## src/rtl/id_pkg.sv

```systemverilog
// Shared widths, entry layout and sizing helpers for the decode-side instruction queue.
package id_pkg;

  localparam int ID_PC_W    = 32;
  localparam int ID_INST_W  = 32;
  localparam int ID_TAG_W   = 8;
  localparam int ID_ENTRY_W = ID_PC_W + ID_INST_W + ID_TAG_W + ID_PC_W;

  typedef struct packed {
    logic [ID_PC_W-1:0]   pc;
    logic [ID_INST_W-1:0] inst;
    logic [ID_TAG_W-1:0]  tag;
    logic [ID_PC_W-1:0]   badvaddr;
  } id_entry_t;

  function automatic int ptr_w(input int depth);
    return $clog2(depth);
  endfunction

  // One extra bit so a full queue (count == depth) is representable.
  function automatic int cnt_w(input int depth);
    return $clog2(depth) + 1;
  endfunction

endpackage

```

## src/rtl/id_inst_queue_storage.sv

```systemverilog
// Entry array for the instruction queue: one synchronous write port, one asynchronous read port.
module iq_storage
  import id_pkg::*;
#(
  parameter int DEPTH = 4,
  parameter int W     = ID_ENTRY_W
) (
  input  logic                    clk,
  input  logic                    we,
  input  logic [ptr_w(DEPTH)-1:0] waddr,
  input  logic [W-1:0]            wdata,
  input  logic [ptr_w(DEPTH)-1:0] raddr,
  output logic [W-1:0]            rdata
);

  logic [W-1:0] mem [DEPTH];

  // NOTE: the array has no reset; validity lives in the pointers and count, so
  // clearing the data would only cost reset fan-out.
  always_ff @(posedge clk) begin
    if (we) mem[waddr] <= wdata;
  end

  assign rdata = mem[raddr];

endmodule

```

## src/rtl/id_inst_queue.sv

```systemverilog
// In-order fetch-to-decode instruction queue with delay-slot tracking, branch squash and flush.
module id_inst_queue
  import id_pkg::*;
#(
  parameter int DEPTH  = 4,
  parameter int PC_W   = ID_PC_W,
  parameter int INST_W = ID_INST_W,
  parameter int TAG_W  = ID_TAG_W
) (
  input  logic                    clk,
  input  logic                    rst,
  input  logic                    if_valid_i,
  input  logic [PC_W-1:0]         if_pc_i,
  input  logic [INST_W-1:0]       if_inst_i,
  input  logic [TAG_W-1:0]        if_tag_i,
  input  logic [PC_W-1:0]         if_badvaddr_i,
  output logic                    if_ready_o,
  output logic                    id_valid_o,
  output logic [PC_W-1:0]         id_pc_o,
  output logic [INST_W-1:0]       id_inst_o,
  output logic [TAG_W-1:0]        id_tag_o,
  output logic [PC_W-1:0]         id_badvaddr_o,
  output logic                    id_delayslot_o,
  input  logic                    id_ready_i,
  input  logic                    id_is_branch_i,
  input  logic                    redirect_i,
  input  logic                    flush_i,
  output logic [cnt_w(DEPTH)-1:0] count_o
);

  localparam int PW = ptr_w(DEPTH);
  localparam int CW = cnt_w(DEPTH);

  typedef struct packed {
    logic [PC_W-1:0]   pc;
    logic [INST_W-1:0] inst;
    logic [TAG_W-1:0]  tag;
    logic [PC_W-1:0]   badvaddr;
  } entry_t;

  logic [PW-1:0] rd_ptr, wr_ptr;
  logic [CW-1:0] count;
  logic          ds_pending;
  logic          push, pop, squash, wr_en;
  entry_t        wr_entry, rd_entry;

  assign if_ready_o = (count != CW'(DEPTH));
  assign id_valid_o = (count != '0);
  assign push       = if_valid_i & if_ready_o;
  assign pop        = id_valid_o & id_ready_i;
  // A taken branch with an entry behind it keeps only that entry (the delay slot).
  assign squash     = pop & id_is_branch_i & redirect_i & (count > CW'(1));
  assign wr_en      = push & ~rst & ~flush_i & ~squash;
  assign count_o    = count;

  assign wr_entry = '{pc: if_pc_i, inst: if_inst_i, tag: if_tag_i, badvaddr: if_badvaddr_i};

  iq_storage #(.DEPTH(DEPTH), .W($bits(entry_t))) u_storage (
    .clk   (clk),
    .we    (wr_en),
    .waddr (wr_ptr),
    .wdata (wr_entry),
    .raddr (rd_ptr),
    .rdata (rd_entry)
  );

  // NOTE: state registers use non-blocking assignments so every flop samples
  // the pre-edge values regardless of statement order.
  always_ff @(posedge clk) begin
    if (rst || flush_i) begin
      rd_ptr     <= '0;
      wr_ptr     <= '0;
      count      <= '0;
      ds_pending <= 1'b0;
    end else begin
      if (squash) begin
        rd_ptr <= rd_ptr + PW'(1);
        wr_ptr <= rd_ptr + PW'(2);
        count  <= CW'(1);
      end else begin
        if (push) wr_ptr <= wr_ptr + PW'(1);
        if (pop)  rd_ptr <= rd_ptr + PW'(1);
        count <= count + CW'(push) - CW'(pop);
      end
      if (pop) ds_pending <= id_is_branch_i;
    end
  end

  // NOTE: every output gets a default before the conditional so no latch is inferred.
  always_comb begin
    id_pc_o        = '0;
    id_inst_o      = '0;
    id_tag_o       = '0;
    id_badvaddr_o  = '0;
    id_delayslot_o = 1'b0;
    if (id_valid_o) begin
      id_pc_o        = rd_entry.pc;
      id_inst_o      = rd_entry.inst;
      id_tag_o       = rd_entry.tag;
      id_badvaddr_o  = rd_entry.badvaddr;
      id_delayslot_o = ds_pending;
    end
  end

endmodule

```

## config.mk

```make
export PLATFORM = sky130hd
export DESIGN_NAME = id_inst_queue
export DESIGN_NICKNAME = d
export VERILOG_FILES = /design/src/rtl/id_pkg.sv /design/src/rtl/id_inst_queue_storage.sv /design/src/rtl/id_inst_queue.sv
export SDC_FILE = /design/constraint.sdc
export NUM_CORES = 1
export LEC_CHECK = 0
export ABC_AREA = 1
export BUFFER_PORTS_ARGS = -buffer_cell sky130_fd_sc_hd__buf_2
export CAP_MARGIN = 25
export CELL_PAD_IN_SITES_DETAIL_PLACEMENT = 0
export CELL_PAD_IN_SITES_GLOBAL_PLACEMENT = 1
export CORE_MARGIN = 2
export CORE_UTILIZATION = 47
export DETAILED_ROUTE_END_ITERATION = 7
export PLACE_DENSITY_LB_ADDON = 0.1
export SYNTH_ARGS = -nofsm -noshare
export SYNTH_HDL_FRONTEND = slang
export SYNTH_SLANG_ARGS = --single-unit
```

## constraint.sdc

```tcl
create_clock -name clk -period 7.45 [get_ports clk]
set_clock_uncertainty 0.2 [all_clocks]
set_input_delay 0.745 -clock clk [delete_from_list [all_inputs] [get_ports clk]]
set_output_delay 0.745 -clock clk [all_outputs]
set_load 0.1 [all_outputs]
```

Word level (Yosys, flattened, before mapping)
Memories as Yosys holds them, arrays and structs flattened. A register that Yosys moved wholly into a read port is not among the register bits.
Index checks and enable logic that the tools add are counted.
{"block": "op_classes", "addsub": 5, "eq_ne": 1, "n_mul": 0, "bitwise": 11, "shifts": 0, "n_reduce_logical": 5, "div": 0, "order_cmp": 1, "mux": 14}
{"cell": "two-way mux 32 bit", "count": 3}
{"cell": "two-way mux 2 bit", "count": 6}
{"cell": "AND 1 bit", "count": 8}
{"cell": "two-way mux 8 bit", "count": 1}
{"cell": "adder 2 x 1 -> 2 bit (second input constant)", "count": 2}
{"cell": "two-way mux 1 bit", "count": 4}
{"cell": "nonzero test 2 bit", "count": 2}
{"cell": "adder 3 x 1 -> 3 bit", "count": 1}
{"cell": "> comparator 3 x 1 -> 1 bit (second input constant)", "count": 1}
{"cell": "!= test 3 bit (second input constant)", "count": 1}
{"cell": "NOT 1 bit", "count": 3}
{"cell": "nonzero test 3 bit", "count": 1}
{"cell": "subtractor 3 x 1 -> 3 bit", "count": 1}
{"cell": "adder 2 bit (second input constant)", "count": 1}
{"cell": "OR reduction 2 bit", "count": 1}
{"cell": "logical OR 1 bit", "count": 1}
{"block": "totals", "regBits": 8, "elab_cells": 43, "ram_bits": 416, "inputBits": 111, "latchBits": 0, "romBits": 0, "mem_count": 1}
{"name": "u_storage.mem", "depth": 4, "width": 104, "rd": 1, "rd_ports_with_merged_regs": 1, "wr": 1, "line": "id_inst_queue_storage.sv:16", "text": "logic [W-1:0] mem [DEPTH];"}

Longest topological paths before layout
Gate-level depths: netlist of run 1.
{"block": "logic_depth", "word_depth": 9, "depth_mapped": 10, "depth_no_buf": 10}

Modules after synthesis
From an unflattened synthesis of run 1, not the netlist that was laid out.
{"block": "hier_totals", "cells_unflattened": 1931, "hier_area_um2": 18835.6}
{"module": "iq_storage", "instances": 1, "cells_each": 1637, "seq_area_each_um2": 12492.0, "area_per_inst_um2": 17455.5}
{"module": "id_inst_queue", "instances": 1, "cells_each": 294, "seq_area_each_um2": 160.2, "area_per_inst_um2": 1380.1}

Worst setup path after synthesis of run 1
Ideal clock, no wire load.
{"block": "synth_timing", "path_kind": "reg-to-reg", "from": "register count[0], in the netlist count_o[0]", "to": "memory u_storage.mem[0][0] (netlist name), enable pin", "path_buffers": 0, "arrival_time_ns": 6.756, "path_stages_with_launch": 7, "path_slack_ns": -0.074, "cell_sequence": "dfxtp_1 nor2_1 nand2_1 nand2_1 nor3_1 nand2_1 nor2_1"}
{"block": "synth_between", "word_cells_on_any_way": 14, "cone_classes": "1 x order compare; 1 x eq/ne; 2 x mux; 9 x bitwise; 1 x reduce/logical"}
{"element": "from (decl)", "line": "id_inst_queue.sv:42", "text": "logic [CW-1:0] count;"}
{"element": "from (signal assigned)", "line": "id_inst_queue.sv:83", "text": "count <= count + CW'(push) - CW'(pop);"}
{"element": "!= test 3 bit", "line": "id_inst_queue.sv:47", "text": "assign if_ready_o = (count != CW'(DEPTH));"}
{"element": "net if_ready_o", "line": "id_inst_queue.sv:17", "text": "output logic if_ready_o,"}
{"element": "AND 1 bit", "line": "id_inst_queue.sv:49", "text": "assign push = if_valid_i & if_ready_o;"}
{"element": "AND 1 bit (3 in a row)", "line": "id_inst_queue.sv:53", "text": "assign wr_en = push & ~rst & ~flush_i & ~squash;"}
{"element": "two-way mux 1 bit", "line": "id_inst_queue_storage.sv:21", "text": "if (we) mem[waddr] <= wdata;"}
{"element": "two-way mux 1 bit (not written as such)", "line": "id_inst_queue_storage.sv:21"}
{"element": "to (decl)", "line": "id_inst_queue_storage.sv:16"}
The timed path passes the listed nets, and every way through them passes these cells.

==> flow_summary.json, run 1 <==
{
  "period_needed_ns": 4.87,
  "die_area_um2": 37000,
  "wire_per_inst_um": 18.6,
  "p_comb_share_pct": 12.4,
  "synth_cells": 1317,
  "path_class": "reg -> out",
  "fin_area_um2": 19400,
  "setup_ws_ns": 2.58,
  "p_clk_share_pct": 38.4,
  "insertion_delay_ns": 0.53,
  "synth_area_leader_cell": "edfxtp_1",
  "place_ws_ns": 2.99,
  "relSlewSlack_pct": 34.6,
  "placed_cell_area_um2": 18100,
  "reg2reg_slack_ns": 4.61,
  "viasPerCell": 5.13,
  "vias": 10300,
  "die_h_um": 192,
  "rr_startpoint": "count_o[1]",
  "post_cts_buffers": 0,
  "globalRouteOverflowTotal": 0,
  "grt_pass1_vias": 10000,
  "required_ns": 6.50,
  "internal_power_mw": 4.00,
  "critPathArrivalTime_ns": 3.93,
  "p_per_area_nw_per_um2": 279,
  "place_congestion": 0.716,
  "critPathMaxStageDelay_ns": 0.71,
  "numCtsBuffers": 44,
  "synth_seq_area_share_pct": 76.1,
  "postCtsResizedCells": 0,
  "syn_nets": 1436,
  "synth.distinct_cells": 19,
  "grt_pass1_wl_um": 56600,
  "hold_class": "in -> reg",
  "cts_tree": "yes",
  "max_cap_violations": 0,
  "cpMaxStageDelayCell": "dfxtp_4",
  "drt_pass1_iterations": 4,
  "portBuffers": 220,
  "fmax_mhz": 205,
  "status": "complete, no violations",
  "power_switching_mw": 1.42,
  "clk_pin_slew_ns": 0.06,
  "clock-sinks": 426,
  "p_leak_nw": 7.03,
  "worstSetupEndpointType": "output pin",
  "setup_viol": 0,
  "cts_max_path_buffers": 3,
  "dpl.hpwl_um": 19900,
  "vdd_drop_max_mv": 0.207,
  "ys_ff_latch": 426,
  "ioPinCount": 221,
  "die_x_um": 192,
  "worst_pin_slew_ns": 0.981,
  "htreeDepth": 2,
  "synth.area.top_cells": "edfxtp_1 (75%), nor2_1 (9.8%), o21ai_0 (3.6%)",
  "rows": 68,
  "switching_share_pct": 26.2,
  "cp-start-kind": "register",
  "synth.yosys.warnings": 0,
  "min_path_cells": 1,
  "rsz0062_at_grt": "false",
  "drc": 0,
  "grt_use_total_pct": 20.1,
  "hold_start": "if_badvaddr_i[21]",
  "hold_viol": 0,
  "initial_core_util_pct": 48.0,
  "multi_input_area_um2": 3500,
  "syn-cell-area_um2": 16700,
  "grt_start_max_net_pins": 138,
  "postCtsHoldBufs": 0,
  "core-area_um2": 34700,
  "antenna_found_initial": 7,
  "fillCellCount": 2940,
  "period_share_pct": 65.4,
  "slew_viol_final": 0,
  "final_nets": 1638,
  "r2r_cells": 10,
  "cp_max_fo": 64,
  "drive_above_1_share_pct": 19.3,
  "whs_ns": 0.231,
  "register_area_um2": 12700,
  "drtAntennaViolNets": 0,
  "yosysTopAreaCellShare_pct": 74.9,
  "drt_iter0_drc": 657,
  "syn2layout_area_growth_pct": 16.6,
  "crit_chain": "buf_4 > buf_4 > buf_12 > nor2_1 > nor2_1 > o21ai_0 > a21oi_1 > buf_2",
  "r2r-end": "u_storage.mem[3][53]",
  "syn_area_per_cell_um2": 12.7,
  "cts_root_buf": "clkbuf_16",
  "routed_wl_um": 37300,
  "seqPwrFrac_pct": 49.2,
  "holdPathEnd": "u_storage.mem[2][21]"
}
-- per-stage QoR --
stage / std cells / util [%] / power (mW) / TNS, ns
6_report: 2009 / 56.0 / 5.42 / 0
5_1_grt: 2007 / 56.0 / 5.60 / 0
2_1_floorplan: 1317 / - / 3.25 / -30.68
4_1_cts: 2004 / 55.9 / 5.48 / 0
3_3_place_gp: 1927 / 52.0 / 3.39 / 0
3_5_place_dp: 1927 / 52.0 / 3.40 / 0
-- area by class of cell --
cell class / instances / area share, %
tap: 455 / 2.93
multi-input combinational: 792 / 18.0
sequential: 426 / 65.3
timing repair buffer: 235 / 6.31
clock buffer: 60 / 6.08
antenna: 4 / 0.0515
inverter: 20 / 0.431
clock inverter: 17 / 0.920
-- cells in the mapped netlist --
library cell and instances:
buf_6 12, nand2_1 21, fa_1 1, edfxtp_1 416
clkbuf_2 2, ha_1 7, nor3_1 1, dfxtp_1 10
buf_4 4, a21oi_1 109, inv_2 3, o21ai_0 121
nor2_1 434, o21ai_1 88, nand3_1 9, buf_2 30
clkbuf_1 31, inv_1 17, xor2_1 1
-- layer usage --
| layer | vias to the layer above | wire length, um | GRT usage (%) |
|---|---|---|---|
| met5 | - | 46 | 0 |
| met4 | 8 | 870 | 6.14 |
| met3 | 65 | 2210 | 4.71 |
| met2 | 236 | 18000 | 33.3 |
| met1 | 4931 | 16100 | 26.5 |
| li1 | 5063 | - | - |
-- worst max-delay path by stage --
stage,to,slack (ns)
floorplan,u_storage.mem[0][0],-0.07
global placement,id_badvaddr_o[9],3.01
detailed placement,id_badvaddr_o[9],2.99
CTS,id_badvaddr_o[9],2.41
global route,id_badvaddr_o[9],2.26
finish,id_badvaddr_o[9],2.58
-- power by group through the flow --
stage	registers [mW]	logic [mW]	clock network (mW)
global placement	2.72	0.672	0
finish	2.67	0.672	2.08
CTS	2.67	0.678	2.13
detailed placement	2.72	0.676	0
global route	2.67	0.708	2.22
floorplan	2.73	0.519	0
-- flip-flops by register name, summed over array words and instances, names as in the netlist, named ones only --
signal,count
count_o,3
ds_pending,1
rd_ptr,2
u_storage.mem,416
wr_ptr,2
-- worst max-delay path: cells and delay by family (launching register included) --
family / cells / cell delay, ns
buffers and inverters: 4 / 2.01
DFF: 1 / 0.71
AOI/OAI and AO/OA: 2 / 0.39
and+or+nand+nor: 2 / 0.16
-- kinds of logic (layout without fill, tap and decap cells) --
| group | Yosys count | after routing | synth area share, % |
|---|---|---|---|
| compound gates | 318 | 318 | 9.54 |
| xor+xnor | 1 | 1 | 0.0525 |
| fa+ha+maj | 8 | 8 | 0.645 |
| buf+inv | 99 | 332 | 3.10 |
| flops | 426 | 426 | 76.1 |
| other cells | 0 | 4 | 0 |
| simple gates | 465 | 465 | 10.5 |
-- placed cells by master (no fill, tap or decap) --
| master | count |
|---|---|
| nor2_1 | 430 |
| edfxtp_1 | 416 |
| buf_2 | 220 |
| o21ai_0 | 121 |
| a21oi_1 | 109 |
| o21ai_1 | 88 |
| clkbuf_16 | 45 |
| nand2_1 | 21 |
| inv_1 | 17 |
| clkbuf_1 | 15 |
| buf_4 | 14 |
| nand3_1 | 9 |
| dfxtp_1 | 8 |
| ha_1 | 7 |
| clkinv_1 | 7 |
| clkinv_2 | 6 |
| diode_2 | 4 |
| nor2_4 | 4 |
| bufinv_16 | 4 |
| dfxtp_4 | 2 |
| inv_6 | 1 |
| inv_4 | 1 |
| nor3_1 | 1 |
| xor2_1 | 1 |
| fa_1 | 1 |
| clkinvlp_4 | 1 |
| buf_12 | 1 |
Note: power is estimated with default switching activity, not from simulation.
==> inputs of run 2 (changes only) <==
--- a/config.mk
+++ b/config.mk
@@ -5,13 +5,13 @@
 export SDC_FILE = /design/constraint.sdc
 export NUM_CORES = 1
 export LEC_CHECK = 0
-export ABC_AREA = 1
+export ABC_AREA = 0
 export BUFFER_PORTS_ARGS = -buffer_cell sky130_fd_sc_hd__buf_2
 export CAP_MARGIN = 25
 export CELL_PAD_IN_SITES_DETAIL_PLACEMENT = 0
 export CELL_PAD_IN_SITES_GLOBAL_PLACEMENT = 1
 export CORE_MARGIN = 2
-export CORE_UTILIZATION = 47
+export CORE_UTILIZATION = 50
 export DETAILED_ROUTE_END_ITERATION = 7
 export PLACE_DENSITY_LB_ADDON = 0.1
 export SYNTH_ARGS = -nofsm -noshare
==> constraint.sdc (replaced) <==
create_clock -name clk -period 5.1 [get_ports clk]
set_clock_uncertainty 0.2 [all_clocks]
set_input_delay 0.51 -clock clk [delete_from_list [all_inputs] [get_ports clk]]
set_output_delay 0.51 -clock clk [all_outputs]
set_load 0.1 [all_outputs]
==> run 2 against run 1 <==
  * Worst hold slack worse by 0.21 ns
  * Utilization rose by 7.2 points
  * Sequential share of layout area down 3.3 points
  * Final area increased by 5.3%
  * Clock-buffer cell count shrank 11
  * Clock power increased by 59%
  * Flip-flop and latch count stayed put
  * First-iteration DRC count is 14% lower
  * Register-to-register slack got worse by 2.5 ns
  * Critical path depth decreased by 4
  * Largest power group unchanged
  * Highest routed layer is now met4
==> flow_summary.json, run 2 <==
{
  "synth_area_leader_cell": "edfxtp_1",
  "syn-cell-area_um2": 16300,
  "grt_pass1_wl_um": 50400,
  "hold_viol": 0,
  "setup_viol": 0,
  "clock-sinks": 426,
  "synth_cells": 729,
  "cp-start-kind": "register",
  "core-area_um2": 32400,
  "ioPinCount": 221,
  "htreeDepth": 2,
  "p_comb_share_pct": 13.6,
  "initial_core_util_pct": 50.5,
  "routed_wl_um": 33300,
  "largest_register": "u_storage.mem",
  "synth.distinct_cells": 35,
  "synth_ff_type": "edfxtp_1",
  "period_needed_ns": 3.72,
  "syn2layout_area_growth_pct": 25.3,
  "drt_iter0_drc": 567,
  "post_cts_buffers": 0,
  "fmax_mhz": 269,
  "antenna_found_initial": 1,
  "yosysTopAreaCellShare_pct": 76.4,
  "status": "complete, no violations",
  "synth_edf_count": 416,
  "dpl.hpwl_um": 19100,
  "rows": 66,
  "switching_share_pct": 26.1,
  "numCtsBuffers": 44,
  "vias": 8283,
  "r2r-end": "u_storage.mem[0][15]",
  "place_congestion": 0.767,
  "critPathArrivalTime_ns": 3.01,
  "clk_pin_slew_ns": 0.06,
  "rr_startpoint": "count_o[1]",
  "seqPwrFrac_pct": 46.8,
  "path_class": "reg -> out",
  "die_area_um2": 34100,
  "cp_max_fo": 31,
  "grt_use_total_pct": 19.6,
  "power_mw": 8.33,
  "synthTopCellsByCount": "edfxtp_1 (416), and2_1 (105), mux4_2 (104)",
  "drtAntennaViolNets": 0,
  "syn_nets": 848,
  "cts_root_buf": "clkbuf_16",
  "synth.area.top_cells": "edfxtp_1 (76%), mux4_2 (14%), and2_1 (4.0%)",
  "globalRouteOverflowTotal": 0,
  "p_clk_share_pct": 39.6,
  "hold_class": "in -> reg",
  "fillCellCount": 2321,
  "grt_start_max_net_pins": 105,
  "synth.yosys.warnings": 0,
  "reg2reg_slack_ns": 2.07,
  "mostFrequentLayoutCell": "edfxtp_1",
  "slew_viol_final": 0,
  "cts_tree": "yes",
  "final_util_pct": 63.3,
  "period_share_pct": 73.0,
  "power_switching_mw": 2.17,
  "p_leak_nw": 7.09,
  "max_cap_violations": 0,
  "final_nets": 1193,
  "rsz0062_at_grt": "false",
  "insertion_delay_ns": 0.52,
  "worstSetupEndpointType": "output pin",
  "synth_seq_area_share_pct": 77.7,
  "grt_pass1_vias": 8992,
  "drive_above_1_share_pct": 37.2,
  "syn_area_per_cell_um2": 22.4,
  "largest_reg_flops": 416,
  "wire_per_inst_um": 21.5,
  "relSlewSlack_pct": 32.9,
  "ys_ff_latch": 426,
  "internal_power_mw": 6.16,
  "die_x_um": 185,
  "p_per_area_nw_per_um2": 407,
  "drt_pass1_iterations": 5,
  "cts_max_path_buffers": 3,
  "final_cell_mix": "edfxtp_1 (416), buf_2 (220), and2_1 (105)",
  "drc": 0,
  "portBuffers": 220,
  "crit_end": "id_badvaddr_o[2]",
  "viasPerCell": 5.33,
  "r2r_cells": 7,
  "die_h_um": 185,
  "async_flop_share_pct": 0,
  "vdd_drop_max_mv": 0.336,
  "required_ns": 4.39,
  "worst_pin_slew_ns": 1.01,
  "yosysMostFrequentCell": "edfxtp_1"
}
[run 2: changes by cell type after synthesis, moves of 7 or more]
cell / previous run / this run
mux4_2: 0 / 104
a21oi_1: 109 / 1
clkbuf_1: 31 / 15
nor2_1: 434 / 6
nand2_1: 21 / 1
buf_6: 12 / 2
buf_2: 30 / 12
inv_1: 17 / 6
and2_1: 0 / 105
o21ai_1: 88 / 0
buf_8: 0 / 7
o21ai_0: 121 / 1
[run 2: cell type report]
type	instances	area (um^2)	share of cell area, %
Clock inverter	32	368	1.80
Clock buffer	49	1140	5.57
Sequential cell	426	12700	62.0
Multi-Input combinational cell	259	3410	16.6
Tap cell	442	553	2.70
Inverter	6	22.5	0.110
Timing Repair Buffer	337	2280	11.1
Antenna cell	2	5.00	0.0244
[run 2: per-layer routing]
| layer | share of wire, % | vias to the layer above | wire [um] | global-route usage (%) |
|---|---|---|---|---|
| li1 | - | 3679 | - | - |
| met1 | 41 | 4321 | 13800 | 26.1 |
| met2 | 51 | 244 | 17100 | 33.4 |
| met3 | 6.1 | 39 | 2040 | 3.93 |
| met4 | 1.3 | 0 | 419 | 5.11 |
| met5 | 0 | - | 0 | 0 |
[run 2: timing repair]
item | CTS | global route
endpoints found under the hold margin | 394 | 1
hold buffers | 102 | 1
gates resized for setup | 0 | 0
[run 2: kinds of logic (layout without fill, tap and decap cells)]
kind of cell	Yosys count	after routing	share of synthesized area (%)
multiplexers	105	105	14.4
AO/OA/AOI/OAI	14	14	0.605
other	0	2	0
XOR/XNOR	3	3	0.161
adder cells (fa/ha/maj)	8	8	0.658
flip-flops	426	426	77.7
AND/OR/NAND/NOR	129	129	4.81
buffers and inverters	44	424	1.71
[run 2: power by group through the flow]
stage / Sequential, mW / Combinational (mW) / Clock [mW]
3_5_place_dp: 3.98 / 1.08 / 0
5_1_grt: 3.91 / 1.18 / 3.51
3_3_place_gp: 3.98 / 1.05 / 0
4_1_cts: 3.90 / 1.14 / 3.36
2_1_floorplan: 3.98 / 0.838 / 0
6_report: 3.90 / 1.13 / 3.30
[run 2: how the worst min path moves through the flow]
stage               slack, ns  cells past startpoint         start                    to
floorplan                0.30                      2    ds_pending            ds_pending
global placement         0.32                      2    ds_pending            ds_pending
detailed placement       0.32                      2    ds_pending            ds_pending
CTS                    0.0007                      1  if_inst_i[5]  u_storage.mem[1][45]
global route            0.001                      1   if_tag_i[1]  u_storage.mem[1][33]
finish                   0.02                      1  if_inst_i[7]  u_storage.mem[0][47]
[run 2: critical path, cell delays in order, from the launching register on]
cell	delay (ns)
dfxtp_4	0.78
buf_4	0.59
mux4_2	0.57
and2_1	0.18
buf_2	0.29
[run 2: per-stage QoR]
step	cells	cell area (um^2)	setup WS (ns)	hold slack, ns	setup TNS, ns
floorplan	729	16400	-0.425	0.296	-176.82
global placement	1366	17900	1.86	0.315	0
detailed placement	1367	17900	1.85	0.325	0
CTS	1550	20500	1.27	0.000665	0
global route	1552	20500	1.14	0.00124	0
finish	1553	20500	1.38	0.0245	0
